==> src/rtl/tlb_pkg.sv <==
// Shared types and sizing helpers for the TLB line-refill sequencer.
package tlb_pkg;

  typedef enum logic [1:0] {
    IDLE = 2'd0,
    REQ  = 2'd1,
    DATA = 2'd2,
    DONE = 2'd3
  } state_e;

  localparam int unsigned BANK_NUM_DEF   = 4;
  localparam int unsigned DATA_WIDTH_DEF = 64;

  // Two bank words travel per memory beat.
  function automatic int unsigned beats_of(input int unsigned bank_num);
    return bank_num / 2;
  endfunction

  function automatic int unsigned beat_cnt_w(input int unsigned beats);
    return (beats > 1) ? int'($clog2(beats)) : 1;
  endfunction

  function automatic int unsigned beat_stride(input int unsigned data_width);
    return (2 * data_width) / 8;
  endfunction

  localparam int unsigned BEATS       = beats_of(BANK_NUM_DEF);
  localparam int unsigned BEAT_CNT_W  = beat_cnt_w(BEATS);
  localparam int unsigned BEAT_STRIDE = beat_stride(DATA_WIDTH_DEF);

endpackage

==> src/rtl/tlb_rr_arb.sv <==
// Two-way round-robin arbiter; on a tie the requester not granted last wins.
module tlb_rr_arb (
  input  logic       clk,
  input  logic       rstn,
  input  logic [1:0] req,
  input  logic       advance,
  output logic [1:0] grant_c
);

  // Resets to 1 so requester 0 wins the first tie.
  logic last_q;

  always_comb begin
    grant_c = req;
    if (req == 2'b11) begin
      grant_c = last_q ? 2'b01 : 2'b10;
    end
  end

  always_ff @(posedge clk) begin
    if (!rstn) begin
      last_q <= 1'b1;
    end else if (advance && (|grant_c)) begin
      last_q <= grant_c[1];
    end
  end

endmodule

==> src/rtl/tlb_refill_arbiter.sv <==
// Refill sequencer for ITLB/DTLB sharing one wide memory read port.
// Optional performance counters are built when TLB_REFILL_PERF_EN is defined.
module tlb_refill_arbiter
  import tlb_pkg::*;
#(
  parameter int unsigned ADDR_WIDTH = 64,
  parameter int unsigned DATA_WIDTH = 64,
  parameter int unsigned BANK_NUM   = 4
) (
  input  logic                              clk,
  input  logic                              rstn,
  input  logic [1:0]                        miss_tlb,
  input  logic [1:0][ADDR_WIDTH-1:0]        addr_tlb,
  input  logic [1:0]                        set_tlb,
  output logic [1:0]                        busy_rd,
  output logic [ADDR_WIDTH-1:0]             addr_rd,
  output logic [2*DATA_WIDTH-1:0]           data_rd,
  output logic                              set_rd,
  output logic [1:0]                        wen_rd,
  output logic [1:0]                        finish_rd,
  input  logic                              satp_change,
  output logic                              mem_req,
  output logic [ADDR_WIDTH-1:0]             mem_addr,
  input  logic                              mem_gnt,
  input  logic                              mem_rvalid,
  input  logic [2*DATA_WIDTH-1:0]           mem_rdata
`ifdef TLB_REFILL_PERF_EN
  ,
  output logic [31:0]                       perf_refill_cnt0,
  output logic [31:0]                       perf_refill_cnt1,
  output logic [31:0]                       perf_abort_cnt,
  output logic [31:0]                       perf_wait_cnt
`endif
);

  localparam int unsigned NBEATS = beats_of(BANK_NUM);
  localparam int unsigned CNT_W  = beat_cnt_w(NBEATS);
  localparam int unsigned STRIDE = beat_stride(DATA_WIDTH);
  localparam int unsigned BEAT_W = 2 * DATA_WIDTH;

  state_e                  state_q, state_d;
  logic                    owner_q, owner_d;
  logic [ADDR_WIDTH-1:0]   base_q, base_d;
  logic                    way_q, way_d;
  logic [CNT_W-1:0]        cnt_q, cnt_d;
  logic                    last_q, last_d;
  logic                    abort_q, abort_d;
  logic                    mem_req_q, mem_req_d;
  logic [ADDR_WIDTH-1:0]   mem_addr_q, mem_addr_d;
  logic [1:0]              busy_q, busy_d;
  logic [1:0]              wen_q, wen_d;
  logic [1:0]              fin_q, fin_d;
  logic [ADDR_WIDTH-1:0]   addr_rd_q, addr_rd_d;
  logic [BEAT_W-1:0]       data_rd_q, data_rd_d;
  logic                    set_rd_q, set_rd_d;

  logic [1:0]              grant_c;
  logic                    advance_c;
  logic                    owner_c;
  logic                    abort_now_c;

  tlb_rr_arb u_arb (
    .clk     (clk),
    .rstn    (rstn),
    .req     (miss_tlb),
    .advance (advance_c),
    .grant_c (grant_c)
  );

  assign owner_c = grant_c[1];

  // A context change seen this cycle already suppresses strobes computed now.
  assign abort_now_c = abort_q |
                       (satp_change && ((state_q == REQ) || (state_q == DATA)));

  always_ff @(posedge clk) begin
    if (!rstn) begin
      state_q <= IDLE;
    end else begin
      state_q <= state_d;
    end
  end

  // last_q marks that the final beat sits in the output stage, so the finish
  // pulse lands exactly one cycle after the last write strobe.
  always_comb begin
    state_d    = state_q;
    owner_d    = owner_q;
    base_d     = base_q;
    way_d      = way_q;
    cnt_d      = cnt_q;
    last_d     = last_q;
    abort_d    = abort_q;
    mem_req_d  = mem_req_q;
    mem_addr_d = mem_addr_q;
    wen_d      = 2'b00;
    fin_d      = 2'b00;
    addr_rd_d  = addr_rd_q;
    data_rd_d  = data_rd_q;
    set_rd_d   = set_rd_q;
    advance_c  = 1'b0;

    unique case (state_q)
      IDLE: begin
        abort_d = 1'b0;
        last_d  = 1'b0;
        cnt_d   = '0;
        if ((|miss_tlb) && !satp_change) begin
          advance_c  = 1'b1;
          owner_d    = owner_c;
          base_d     = addr_tlb[owner_c];
          way_d      = set_tlb[owner_c];
          mem_req_d  = 1'b1;
          mem_addr_d = addr_tlb[owner_c];
          state_d    = REQ;
        end
      end
      REQ: begin
        abort_d = abort_now_c;
        if (mem_gnt) begin
          mem_req_d = 1'b0;
          cnt_d     = '0;
          state_d   = DATA;
        end
      end
      DATA: begin
        abort_d = abort_now_c;
        if (last_q) begin
          fin_d[owner_q] = ~abort_now_c;
          state_d        = DONE;
        end else if (mem_rvalid) begin
          data_rd_d      = mem_rdata;
          addr_rd_d      = base_q + ADDR_WIDTH'(cnt_q) * ADDR_WIDTH'(STRIDE);
          set_rd_d       = way_q;
          wen_d[owner_q] = ~abort_now_c;
          if (cnt_q == CNT_W'(NBEATS - 1)) begin
            last_d = 1'b1;
          end else begin
            cnt_d = cnt_q + CNT_W'(1);
          end
        end
      end
      DONE: begin
        state_d = IDLE;
      end
      default: begin
        state_d = IDLE;
      end
    endcase

    busy_d = (state_d != IDLE) ? 2'b11 : 2'b00;
  end

  always_ff @(posedge clk) begin
    if (!rstn) begin
      owner_q    <= 1'b0;
      base_q     <= '0;
      way_q      <= 1'b0;
      cnt_q      <= '0;
      last_q     <= 1'b0;
      abort_q    <= 1'b0;
      mem_req_q  <= 1'b0;
      mem_addr_q <= '0;
      busy_q     <= 2'b00;
      wen_q      <= 2'b00;
      fin_q      <= 2'b00;
      addr_rd_q  <= '0;
      data_rd_q  <= '0;
      set_rd_q   <= 1'b0;
    end else begin
      owner_q    <= owner_d;
      base_q     <= base_d;
      way_q      <= way_d;
      cnt_q      <= cnt_d;
      last_q     <= last_d;
      abort_q    <= abort_d;
      mem_req_q  <= mem_req_d;
      mem_addr_q <= mem_addr_d;
      busy_q     <= busy_d;
      wen_q      <= wen_d;
      fin_q      <= fin_d;
      addr_rd_q  <= addr_rd_d;
      data_rd_q  <= data_rd_d;
      set_rd_q   <= set_rd_d;
    end
  end

  assign busy_rd   = busy_q;
  assign addr_rd   = addr_rd_q;
  assign data_rd   = data_rd_q;
  assign set_rd    = set_rd_q;
  assign wen_rd    = wen_q;
  assign finish_rd = fin_q;
  assign mem_req   = mem_req_q;
  assign mem_addr  = mem_addr_q;

`ifdef TLB_REFILL_PERF_EN
  logic [31:0] refill0_q, refill1_q, abort_cnt_q, wait_cnt_q;

  // Free-running event counters, wrapping naturally at 2^32.
  always_ff @(posedge clk) begin
    if (!rstn) begin
      refill0_q   <= '0;
      refill1_q   <= '0;
      abort_cnt_q <= '0;
      wait_cnt_q  <= '0;
    end else begin
      if (fin_q[0]) refill0_q <= refill0_q + 32'd1;
      if (fin_q[1]) refill1_q <= refill1_q + 32'd1;
      if ((state_q == DONE) && abort_q) abort_cnt_q <= abort_cnt_q + 32'd1;
      if ((state_q == REQ) && !mem_gnt) wait_cnt_q <= wait_cnt_q + 32'd1;
    end
  end

  assign perf_refill_cnt0 = refill0_q;
  assign perf_refill_cnt1 = refill1_q;
  assign perf_abort_cnt   = abort_cnt_q;
  assign perf_wait_cnt    = wait_cnt_q;
`endif

endmodule

==> config.mk <==
export PLATFORM = sky130hd
export DESIGN_NAME = tlb_refill_arbiter
export DESIGN_NICKNAME = d
export VERILOG_FILES = /design/src/rtl/tlb_pkg.sv /design/src/rtl/tlb_rr_arb.sv /design/src/rtl/tlb_refill_arbiter.sv
export SDC_FILE = /design/constraint.sdc
export NUM_CORES = 1
export LEC_CHECK = 0
export BUFFER_PORTS_ARGS = -buffer_cell sky130_fd_sc_hd__clkbuf_2
export CORE_AREA = 3 3 204 206
export CTS_BUF_LIST = sky130_fd_sc_hd__clkbuf_16
export CTS_CLUSTER_SIZE = 28
export DETAILED_ROUTE_END_ITERATION = 10
export DIE_AREA = 0 0 207 209
export PLACE_DENSITY_LB_ADDON = 0.12
export SLEW_MARGIN = 20
export SYNTH_ARGS = -nofsm -noshare
export SYNTH_HDL_FRONTEND = slang
export SYNTH_SLANG_ARGS = --single-unit
==> constraint.sdc <==
create_clock -name clk -period 2.74 [get_ports clk]
set_clock_uncertainty 0.1 [all_clocks]
set_input_delay 0 -clock clk [delete_from_list [all_inputs] [get_ports clk]]
set_output_delay 0 -clock clk [all_outputs]
set_load 0.005 [all_outputs]
# After elaboration in Yosys (flattened, before gate mapping)
# Index checks and enable logic that the tools add are counted.
# word_totals
out_inout_bits,264
input_bits,265
register_bits,272
elab_cells,83
# op_classes
mux,27
reduce_logical,21
add_sub_neg,2
n_eq_ne,8
bitwise,7
order_cmp,3
# op_table
operator,n
$mux W64,2
$add A64 B5 Y64,1
$mux W1,13
$mux W2,6
$reduce_and A3 Y1,3
$ne A2 B2 Y1 const B,4
$pmux W2 S4,1
$reduce_bool A2 Y1,4
$eq A2 B2 Y1 const B,3
$pmux W1 S2,3
$reduce_or A2 Y1,3
$not A1 Y1,5
$logic_and A1 B1 Y1,4
$lt A1 B2 Y1 const B,2
$reduce_and A4 Y1,1
$reduce_or A4 Y1,1
$pmux W1 S3,1
$reduce_bool A3 Y1,1
$and A2 B2 Y2,1
$eq A2 B1 Y1 const B,1
$logic_not A2 Y1,1
$reduce_and A2 Y1,1
$add A1 B1 Y1 const B,1
$demux W1 S1,1
other kinds (4),4

# Logic depth before layout (Yosys ltp)
# depth
ltp_word,6
depth_mapped,9
depth_no_buf,7

# Cells and area by module
# Synthesis repeated with hierarchy kept, for this count alone.
# hier_totals
hier_cells,1329
hier_area_um2,11069.4
# by_module_without_submodules
module,area_each_um2,instances,cells_per_inst,seq_area_each_um2
tlb_refill_arbiter,11010.6,1,1322,5405.2
tlb_rr_arb,58.8,1,7,20.0

# Worst setup path before layout
# Ideal clock, no wire load.
# synth_path
kind,reg-to-reg
startpoint,"reg, netlist name mem_addr[4]"
endpoint,reg addr_rd_q[59] (netlist: addr_rd[59])
t_arrival_ns,2.199
required_ns,2.566
path_stages_with_launch,9
period_less_slack_ns,2.373
n_path_buf,2
setup_time_ns,0.074
setup_slack_ns,0.367
cell_sequence,dfxtp_1 > ha_1 > and4_1 > buf_2 > nand2_2 > or4_1 > buf_2 > or4_1 > a31oi_1
# synth_lines
element,line_no,source
"end signal, assigned",tlb_refill_arbiter.sv:182,addr_rd_q <= addr_rd_d;
"end, declared",tlb_refill_arbiter.sv:53,"logic [ADDR_WIDTH-1:0] addr_rd_q, addr_rd_d;"

# Worst setup path after layout
# layout_path
startpoint,reg u_arb.last_q
endpoint,reg mem_addr_q[6] (netlist: mem_addr[6])
# layout_between
elab_chain_cells,4
# layout_rtl
element,line_no,source
"start, declared",tlb_rr_arb.sv:11,logic last_q;
"start signal, assigned",tlb_rr_arb.sv:24,last_q <= grant_c[1];
$mux W2,tlb_rr_arb.sv:16,grant_c = last_q ? 2'b01 : 2'b10;
$mux W2,tlb_rr_arb.sv:15,if (req == 2'b11) begin
$mux W64 (not written as such) (2 in series),tlb_refill_arbiter.sv:114,mem_addr_d = addr_tlb[owner_c];
"end signal, assigned",tlb_refill_arbiter.sv:178,mem_addr_q <= mem_addr_d;
"end, declared",tlb_refill_arbiter.sv:49,"logic [ADDR_WIDTH-1:0] mem_addr_q, mem_addr_d;"
# Every way passes these cells. The select of a mux whose other input is x is not followed.
# A chain may end at the register's enable or synchronous reset.

==> results.toml <==
[outcome]
status = "finished clean"

[timing]
fin_tns_setup_ns = 0
min_period_over_period_pct = 93.6
rsz0062_at_grt = "no"
whs_ns = 0.0570
report.final.slew_viol_count = 0
worstMarginPinSlew_ns = 0.780
setup_viol = 0
setup_slack_ns = 0.175
relSlewSlack_pct = 47.5
max_freq_mhz = 390
post-route-min-period_ns = 2.57
hold_viol = 0

[critical_path]
cp-start-kind = "register"
cp.arrival_ns = 2.92
required_ns = 3.09
crit_type = "reg2reg"
end_kind = "register"
worstPathMaxFanout = 53

[cts]
cts_made_buffers = 34
ctsLongestPathBuffers = 3
cts_htree_levels = 2
clk_pin_slew_ns = 0.06
ctsResizeCount = 0
tritoncts = "built"
clk_latency_ns = 0.52
clockRootBuffer = "clkbuf_16"
clock_sinks = 271

[detailed_routing]
first_pass_iters = 5
viasPerCell = 4.68
drt_wl_total_um = 46800
vias = 12700
drc_errors = 0
dr.first_iter.drc_count = 686
wire_per_inst_um = 17.2
ant_nets = 0

[logic_synthesis]
yosys-top-cells-count = "nand2_1 (299), dfxtp_1 (271), a21oi_1 (163)"
async_flop_share_pct = 0
ys_top_cells_by_area = "dfxtp_1 (48%), nand2_1 (10%), a21oi_1 (7.2%)"
yosysTopAreaCellShare_pct = 48.1
ys_seq_area_share_pct = 48.1
synthCells = 1369
synth_edf_count = 0
synth_cell_types = 42
syn_nets = 1640
synth_most_common_cell = "nand2_1"
yosys.area.top_type = "dfxtp_1"
syn_area_mm2 = 0.0113
avgSynthCellArea_um2 = 8.24
synthFlopType = "dfxtp_1"
synth_warnings = 0
synth_seq_cells = 271

[floorplanning]
core.rowCount = 73
io_pins = 529
die_w_um = 207
initial_core_util_pct = 28.3
die-area_mm2 = 0.0433
die_h_um = 209
core_mm2 = 0.0398

[power]
power-per-cell-area_mw_per_mm2 = 569
switching_share_pct = 27.2
leakagePower_nw = 8.02
clockPowerShare_pct = 40.7
power.switching_mw = 2.91
seqPwrFrac_pct = 41.4
p_int_mw = 7.79
ir_drop_mv = 0.261
share_comb_of_total_power_pct = 17.9

[global_route]
grt_pass1_wl_um = 72200
grt_pass1_vias = 12700
grt_start_max_net_pins = 87
antenna_found_initial = 1
overflow = 0
grt.total_usage_pct = 20.7

[final_layout]
design_area_mm2 = 0.0188
seqCellArea_mm2 = 0.00543
multiInputGateArea_mm2 = 0.00541
syn_to_final_growth_pct = 66.6
fillers = 3909
fin_util_pct = 47.2
drive_above_1_share_pct = 28.9
num-nets-final = 2445

[placement]
port_buffers = 528
gp_congestion = 0.833
dp_hpwl_um = 32800
dp_slack_ns = 0.274
place_area_mm2 = 0.0147

[run]
cap_viol_max_count = 0

[hold_path]
hold_path_class = "in2reg"
## logic make-up after synthesis
group           count (synthesis)  share of synthesized area, %
xor+xnor                       41                          3.18
compound gates                318                          16.5
flops                         271                          48.1
simple gates                  546                          21.5
buf+inv                       120                          4.15
mux                            67                          5.95
fa+ha+maj                       6                         0.666
## power groups by stage
stage,sequential [mW],clock [mW],combinational [mW]
2_1_floorplan,4.49,0,0.717
3_3_place_gp,4.49,0,1.56
3_5_place_dp,4.51,0,1.55
4_1_cts,4.42,4.52,1.94
5_1_grt,4.46,4.68,2.12
6_report,4.42,4.36,1.91
## registers in the layout, indices dropped and copies added (netlist names), 2 cells and up
name / count
data_rd: 128
addr_rd: 64
mem_addr: 64
finish_rd: 2
state_q: 2
wen_rd: 2
## cell usage in the layout (no fill, tap or decap), types with 21 or more instances in the layout
| cell | netlist | layout |
|---|---|---|
| buf_4 | 1 | 36 |
| dfxtp_1 | 271 | 271 |
| mux2i_1 | 67 | 67 |
| xnor2_1 | 29 | 29 |
| dlygate4sd3_1 | 0 | 305 |
| clkbuf_16 | 0 | 37 |
| clkbuf_2 | 1 | 528 |
| nor3_1 | 26 | 26 |
| nand2_1 | 299 | 299 |
| a21oi_1 | 163 | 163 |
| a211oi_1 | 86 | 86 |
| o21ai_0 | 46 | 46 |
| nand3_1 | 25 | 25 |
| nor2_1 | 99 | 98 |
| nand4_1 | 21 | 21 |
## worst paths after layout
| kind | start | to | slack [ns] | cells past startpoint |
|---|---|---|---|---|
| max | u_arb.last_q$_SDFFE_PN1P_ | mem_addr[6]$_SDFFE_PN0P_ | 0.17 | 6 |
| min | miss_tlb[1] | state_q[0]$_SDFF_PN0_ | 0.06 | 5 |
| max reg2reg | u_arb.last_q$_SDFFE_PN1P_ | mem_addr[6]$_SDFFE_PN0P_ | 0.17 | 6 |
| min reg2reg | data_rd[32]$_SDFFE_PN0P_ | data_rd[32]$_SDFFE_PN0P_ | 0.35 | 2 |
## routing by layer
metal	up-vias	wire (µm)	track usage, %
met1	5819	19400	24.7
met4	0	1590	7.84
met5	-	0	0
met2	450	22200	35.3
li1	6373	-	-
met3	94	3570	6.20
## through the flow
step           power, mW  instances
6_report            10.7       2724
5_1_grt             11.3       2724
4_1_cts             10.9       2723
3_5_place_dp        6.06       2358
3_3_place_gp        6.05       2358
2_1_floorplan       5.21       1369
## worst max-delay path: stages (launching register included)
cell	delay, ns
dfxtp_1	0.33
a21boi_4	0.17
buf_12	0.30
mux2i_1	0.12
dlygate4sd3_1	0.57
a211oi_1	0.26
dlygate4sd3_1	0.59
## cell type report
cell class,count,share of cell area [%]
flip-flops and latches,271,28.9
clock buffers,37,4.93
diodes,1,0.0133
multi-input cells,978,28.8
clock inverters,23,0.805
repair buffers,880,32.9
inverters,9,0.206
well taps,525,3.49
## timing repair
item | in CTS | in global routing
hold buffers | 305 | 0
hold endpoints to repair | 218 | 0
setup buffers | 0 | 0
(Power assumes the default switching activity.)
